$ cat config.mk
export PLATFORM = sky130hd
export DESIGN_NAME = spike_wave_gen
export DESIGN_NICKNAME = d
export VERILOG_FILES = /design/src/rtl/spike_wave_gen.sv
export SDC_FILE = /design/constraint.sdc
export NUM_CORES = 1
export LEC_CHECK = 0
export CAP_MARGIN = 25
export CORE_MARGIN = 3
export CORE_UTILIZATION = 50
export DETAILED_ROUTE_END_ITERATION = 7
export PLACE_DENSITY = 0.81
export SYNTH_ARGS = -nofsm -noshare
export SYNTH_HDL_FRONTEND = slang
export SYNTH_SLANG_ARGS = --single-unit
$ cat constraint.sdc
create_clock -name clk -period 3 [get_ports clk]
set_input_delay 0.3 -clock clk [delete_from_list [all_inputs] [get_ports clk]]
set_output_delay 0.3 -clock clk [all_outputs]
set_load 0.02 [all_outputs]
$ cat src/rtl/spike_wave_gen.sv
// Replays one accepted spike-time vector as a TIME_PERIOD-cycle raster; define SPIKE_HOLD_EN for step (hold-to-end) lines, else single-cycle pulses.
// Latency: wave starts the cycle after accept; backpressure: in_ready low through RUN and the one-cycle DONE gap.
module spike_wave_gen #(
   parameter int  NUM_SPIKES  = 16,
   parameter int  TIME_PERIOD = 8,
   localparam int TW          = $clog2(TIME_PERIOD) + 1
) (
   input  logic                     clk,
   input  logic                     rst,
   input  logic                     in_valid,
   output logic                     in_ready,
   input  logic [NUM_SPIKES*TW-1:0] spike_times,
   output logic [NUM_SPIKES-1:0]    spikes_out,
   output logic [TW-1:0]            time_val,
   output logic                     wave_valid,
   output logic                     done
);

   typedef enum logic [1:0] {IDLE, RUN, DONE} state_t;

   state_t                   state;
   logic [NUM_SPIKES*TW-1:0] t_reg;
   logic [TW-1:0]            next_t;
   logic                     last_t;
   logic [NUM_SPIKES-1:0]    hit_start;
   logic [NUM_SPIKES-1:0]    hit_next;

   assign next_t = time_val + TW'(1);
   assign last_t = (time_val == TW'(TIME_PERIOD - 1));

   // Full-width unsigned compares: times >= TIME_PERIOD can never match.
   always_comb begin
      hit_start = '0;
      hit_next  = '0;
      for (int i = 0; i < NUM_SPIKES; i++) begin
         hit_start[i] = (spike_times[i*TW +: TW] == '0);
         hit_next[i]  = (t_reg[i*TW +: TW] == next_t);
      end
   end

   always_ff @(posedge clk or posedge rst) begin
      if (rst) begin
         state      <= IDLE;
         t_reg      <= '0;
         in_ready   <= 1'b0;
         spikes_out <= '0;
         time_val   <= '0;
         wave_valid <= 1'b0;
         done       <= 1'b0;
      end else begin
         case (state)
            IDLE: begin
               if (in_valid && in_ready) begin
                  t_reg      <= spike_times;
                  time_val   <= '0;
                  wave_valid <= 1'b1;
                  spikes_out <= hit_start;
                  in_ready   <= 1'b0;
                  state      <= RUN;
               end else begin
                  in_ready <= 1'b1;
               end
            end
            RUN: begin
               if (last_t) begin
                  spikes_out <= '0;
                  wave_valid <= 1'b0;
                  time_val   <= '0;
                  done       <= 1'b1;
                  state      <= DONE;
               end else begin
                  time_val <= next_t;
`ifdef SPIKE_HOLD_EN
                  spikes_out <= spikes_out | hit_next;
`else
                  spikes_out <= hit_next;
`endif
               end
            end
            DONE: begin
               done     <= 1'b0;
               in_ready <= 1'b1;
               state    <= IDLE;
            end
            default: state <= IDLE;
         endcase
      end
   end

endmodule
; ---- Word-level counts from Yosys, hierarchy flattened
; Cells that the tools add are included.
[classes]
n_div = 0
bitwise_logic = 0
n_mul = 0
n_lt_le_gt_ge = 0
reduce_logical = 26
muxes = 16
addsub = 1
shifts = 0
eq_ne = 21
[ops]
columns = operator, n
row1 = equality test 4 bit, 16
row2 = zero test 4 bit, 16
row3 = 2-to-1 mux 16 bit, 2
row4 = case mux 16 bit (2 select lines), 1
row5 = 2-to-1 mux 4 bit, 2
row6 = case mux 4 bit (2 select lines), 1
row7 = AND reduction 2 bit, 4
row8 = case mux 1 bit (2 select lines), 3
row9 = nonzero test 2 bit, 3
row10 = adder 4 x 1 -> 4 bit (second input constant), 1
row11 = equality test 4 x 3 -> 1 bit (second input constant), 1
row12 = 2-to-1 mux 1 bit, 4
row13 = 2-to-1 mux 2 bit, 2
row14 = != test 2 bit (second input constant), 2
row15 = case mux 2 bit (2 select lines), 1
row16 = AND reduction 3 bit, 1
row17 = equality test 2 x 1 -> 1 bit (second input constant), 1
row18 = equality test 2 bit (second input constant), 1
row19 = zero test 2 bit, 1
row20 = logical AND 1 bit, 1
[word_totals]
elab_cells = 71
latch_bits = 0
mem_bits_rw = 0
ff_bits = 89
in_bits = 67
output_inout_bits = 23
memories = 0
romBits = 0

; ---- Logic depth before layout (Yosys ltp)
[logic_depth]
ltp_word = 4
ltp_mapped = 7
ltp_nobuf = 5

; ---- Worst setup path after synthesis
; No wires, ideal clock.
[synth_timing]
path_kind = reg2reg
start = register time_val[0]
end = register spikes_out[3]
t_arrival_ps = 1596
setup_ps = 82
path_buffers = 2
setup_slack_ps = 1322
stages_incl_launch_ff = 7
required_time_ps = 2918
synth_period_minus_slack_ps = 1678
cell_sequence = dfrtp_1 > ha_1 > buf_2 > buf_2 > xnor2_1 > nand4_1 > o22ai_1
[synth_between]
elab_chain_len = 4
word_cells_on_any_way = 5
classes_between = add/sub: 1 / eq/ne: 2 / mux: 2
[synth_rtl]
columns = item, line_no
row1 = "start, declared", 14  ; output logic [TW-1:0] time_val,
row2 = "start signal, assigned", 72  ; time_val <= next_t;
row3 = adder 4 x 1 -> 4 bit, 28  ; assign next_t = time_val + TW'(1);
row4 = equality test 4 bit, 37  ; hit_next[i] = (t_reg[i*TW +: TW] == next_t);
row5 = 2-to-1 mux 16 bit *, 65  ; if (last_t) begin
row6 = case mux 16 bit (2 select lines) *, 51  ; case (state)
row7 = "end signal, assigned", 57  ; spikes_out <= hit_start;
row8 = "end signal, assigned", 76  ; spikes_out <= hit_next;
row9 = "end, declared", 13  ; output logic [NUM_SPIKES-1:0] spikes_out,
; Mark *: on every way between the ends. The rest lies on a longest branch, timed or not.
; A chain may end at the register's enable or synchronous reset.

; ---- Worst setup path in the final report
[layout_timing]
start = register time_val[0]
end = register spikes_out[8]
; Same word-level chain as after synthesis.

==> impl_metrics.env <==
export IMPL_status="finished, final reports clean"
export IMPL_grt_util_met1_pct=28.59
export IMPL_gp_congestion=0.8178
export IMPL_yosysTopAreaCell="dfrtp_1"
export IMPL_swShare_pct=41.83
export IMPL_fillers=672
export IMPL_synth_nets=552
export IMPL_antenna_found_initial=0
export IMPL_crit_required_ps=3280
export IMPL_vias_per_cell=5.318
export IMPL_dpl_cell_area_mm2=0.005321
export IMPL_clock_latency_ps=360
export IMPL_fin_ws_ps=810.9
export IMPL_synth_commonest_cells="197 x nand2_1, 89 x dfrtp_1, 46 x xnor2_1, 18 x a21oi_1, 18 x nor2_1"
export IMPL_synth_seq_cells=89
export IMPL_antenna_cells=0
export IMPL_final_setup_viol_count=0
export IMPL_internal_power_mw=3.514
export IMPL_slew_viol_final=0
export IMPL_final_setup_tns_ps=0
export IMPL_synth_edff_count=0
export IMPL_endpoint="spikes_out[8]"
export IMPL_synth_seq_area_share_pct=50.97
export IMPL_worst_path_max_delay_cell="xor2_4"
export IMPL_antenna_left=0
export IMPL_syn_to_final_growth_pct=25.77
export IMPL_ys_flop_type="dfrtp_1"
export IMPL_finalNetCount=634
export IMPL_hp_class="input port to asynchronous set/reset pin"
export IMPL_reg2reg_slack_ps=810
export IMPL_cts_root_buffer="clkbuf_8"
export IMPL_endpoint_kind="flop"
export IMPL_clkTransAtPathRegs_ps=80
export IMPL_start_util_pct=52.39
export IMPL_wl_per_cell_um=16.05
export IMPL_core_area_mm2=0.008341
export IMPL_synth_cells=484
export IMPL_worstMarginPinSlew_ps=804.9
export IMPL_crit_start="time_val[0]"
export IMPL_worst_setup_path_type="flop to flop"
export IMPL_crit_fanout=17
export IMPL_worstPathArrival_ps=2470
export IMPL_largest_reg_flops=64
export IMPL_cp_buffers_inverters=0
export IMPL_dp_hpwl_mm=7.536
export IMPL_drtIter0Drc=209
export IMPL_rr_startpoint="time_val[0]"
export IMPL_power_frac_comb_pct=51.2
export IMPL_drt_total_wl_mm=10.85
export IMPL_cts_hold_buf=0
export IMPL_synth_top_cell_area_share_pct=50.97
export IMPL_chipWidth_um=99.48
export IMPL_finalCritPeriodShare_pct=72.97
export IMPL_p_per_area_mw_per_mm2=1099
export IMPL_critPathMaxStageDelay_ps=650
export IMPL_slew_headroom_pct=46.34
export IMPL_vias=3595
export IMPL_ctsResizeCount=0
export IMPL_ir_worst_vdd_mv=0.4235
export IMPL_drive_gt1_share_pct=5.254
export IMPL_dp_slack_ps=773.8
export IMPL_grt_max_degree=54
export IMPL_grt_pass1_vias=3761
export IMPL_cp_depth=5
export IMPL_hold_viol=0
export IMPL_grt_overflow=0
export IMPL_reg2reg_depth=5
export IMPL_switching_power_mw=2.527
export IMPL_busiest_layer="met2"
export IMPL_seqPwrFrac_pct=36.4
export IMPL_io_buffer_count=89
export IMPL_max_freq_mhz=456.8
export IMPL_dr_pass1_iters=4
export IMPL_finalCriticalPeriod_ps=2189
export IMPL_clk_path_buf_depth=2
export IMPL_leakagePower_nw=2.554
export IMPL_drc_errors=0
export IMPL_crit_chain="ha_1 -> xor2_4 -> xnor2_1 -> nand4_1 -> o22ai_1"
export IMPL_rsz0062_at_grt="no"
export IMPL_layout_cells_non_filler=676
export IMPL_startpoint_type="flop"
export IMPL_fin_total_pwr_mw=6.041
export IMPL_cts_tree="yes"
export IMPL_cts_sink_count=89
export IMPL_avgSynthCellArea_um2=9.027
export IMPL_final_core_util_pct=65.89
export IMPL_dpl_cell_count=660
export IMPL_grt_usage_pct=22.52
export IMPL_cp_top_family="XOR/XNOR gates"
export IMPL_skew_ps=5.128
export IMPL_synth_async_reset_ratio_pct=100.0
export IMPL_yosys_warnings=0
export IMPL_synth_distinct_cells=34
export IMPL_cts_buffers=9
export IMPL_whs_ps=331.6
export IMPL_syn_cell_area_mm2=0.004369
export IMPL_grtUsageMet3_pct=4.067
export IMPL_die_h_um=99.48
export IMPL_drv_cap=0
export IMPL_cts_setup_buffers=0
export IMPL_design_area_mm2=0.005495
export IMPL_timing_rr_end="spikes_out[8]"
export IMPL_placementRows=33
export IMPL_io_pins=90
export IMPL_htreeDepth=3
export IMPL_synth_area_leaders="dfrtp_1 51%, nand2_1 17%, xnor2_1 9.2%"
export IMPL_met2_usage_pct=38.48
export IMPL_dieArea_mm2=0.009896
export IMPL_pwr_share_clk_pct=12.4
export IMPL_yosysMostFrequentCell="nand2_1"
export IMPL_grt_pass1_wl_mm=17.82
[final cells by class]
type                            count  area, um^2  share of cell area [%]
Clock buffer                       13       158.9                   2.892
Clock inverter                      3       15.01                  0.2732
Inverter                            2       8.758                  0.1594
Multi-Input combinational cell    366        1983                   36.09
Sequential cell                    89        2227                   40.53
Tap cell                          105       131.4                   2.391
Timing Repair Buffer               98       970.9                   17.67
[metal layers]
layer | vias up | wire, um
li1 | 1734 | -
met1 | 1745 | 4586
met2 | 101 | 5539
met3 | 15 | 537
met4 | 0 | 186
met5 | - | 0
[power by group through the flow]
stage | combinational (mW) | clock, mW | sequential, mW
finish | 3.09 | 0.749 | 2.20
global route | 3.42 | 0.794 | 2.25
global placement | 2.97 | 0 | 2.19
floorplan | 2.20 | 0 | 2.24
CTS | 3.10 | 0.758 | 2.19
detailed placement | 3.08 | 0 | 2.21
[worst min-delay path by stage]
stage | end | start | slack, ps | depth (start not counted)
floorplan | t_reg[0] | spike_times[0] | 410 | 2
global placement | t_reg[15] | t_reg[15] | 480 | 2
detailed placement | t_reg[52] | t_reg[52] | 480 | 2
CTS | t_reg[41] | rst | 360 | 2
global route | t_reg[41] | rst | 380 | 2
finish | t_reg[41] | rst | 330 | 2
[kinds of logic after synthesis]
| kind of cell | count (synthesis) | share of synthesized area (%) |
|---|---|---|
| compound gates | 40 | 5.184 |
| flops | 89 | 50.97 |
| simple gates | 259 | 25.06 |
| xor+xnor | 66 | 14.72 |
| buf+inv | 29 | 3.780 |
| fa+ha+maj | 1 | 0.2863 |
[cells in the final DEF, fill, tap and decap left out]
master,instances
nor2b_1,1
a22o_1,2
and3b_1,1
ha_1,1
nor2_1,18
nand2_1,197
clkbuf_1,2
clkinv_2,4
clkdlybuf4s50_1,89
buf_12,1
xor2_1,16
nor2_4,1
dfrtp_1,89
xnor2_4,1
o22ai_1,13
o21ai_0,2
nand2b_1,3
or4_1,1
clkbuf_8,11
and3_4,1
xnor2_1,46
and2_1,1
xnor3_1,2
nor4_1,16
inv_1,1
a21oi_1,18
or2_1,1
o21ai_1,4
buf_4,8
or3_2,1
a21o_1,1
xor2_4,1
nor3_2,1
nand4_1,16
No activity file was read; power rests on OpenSTA's default activity.
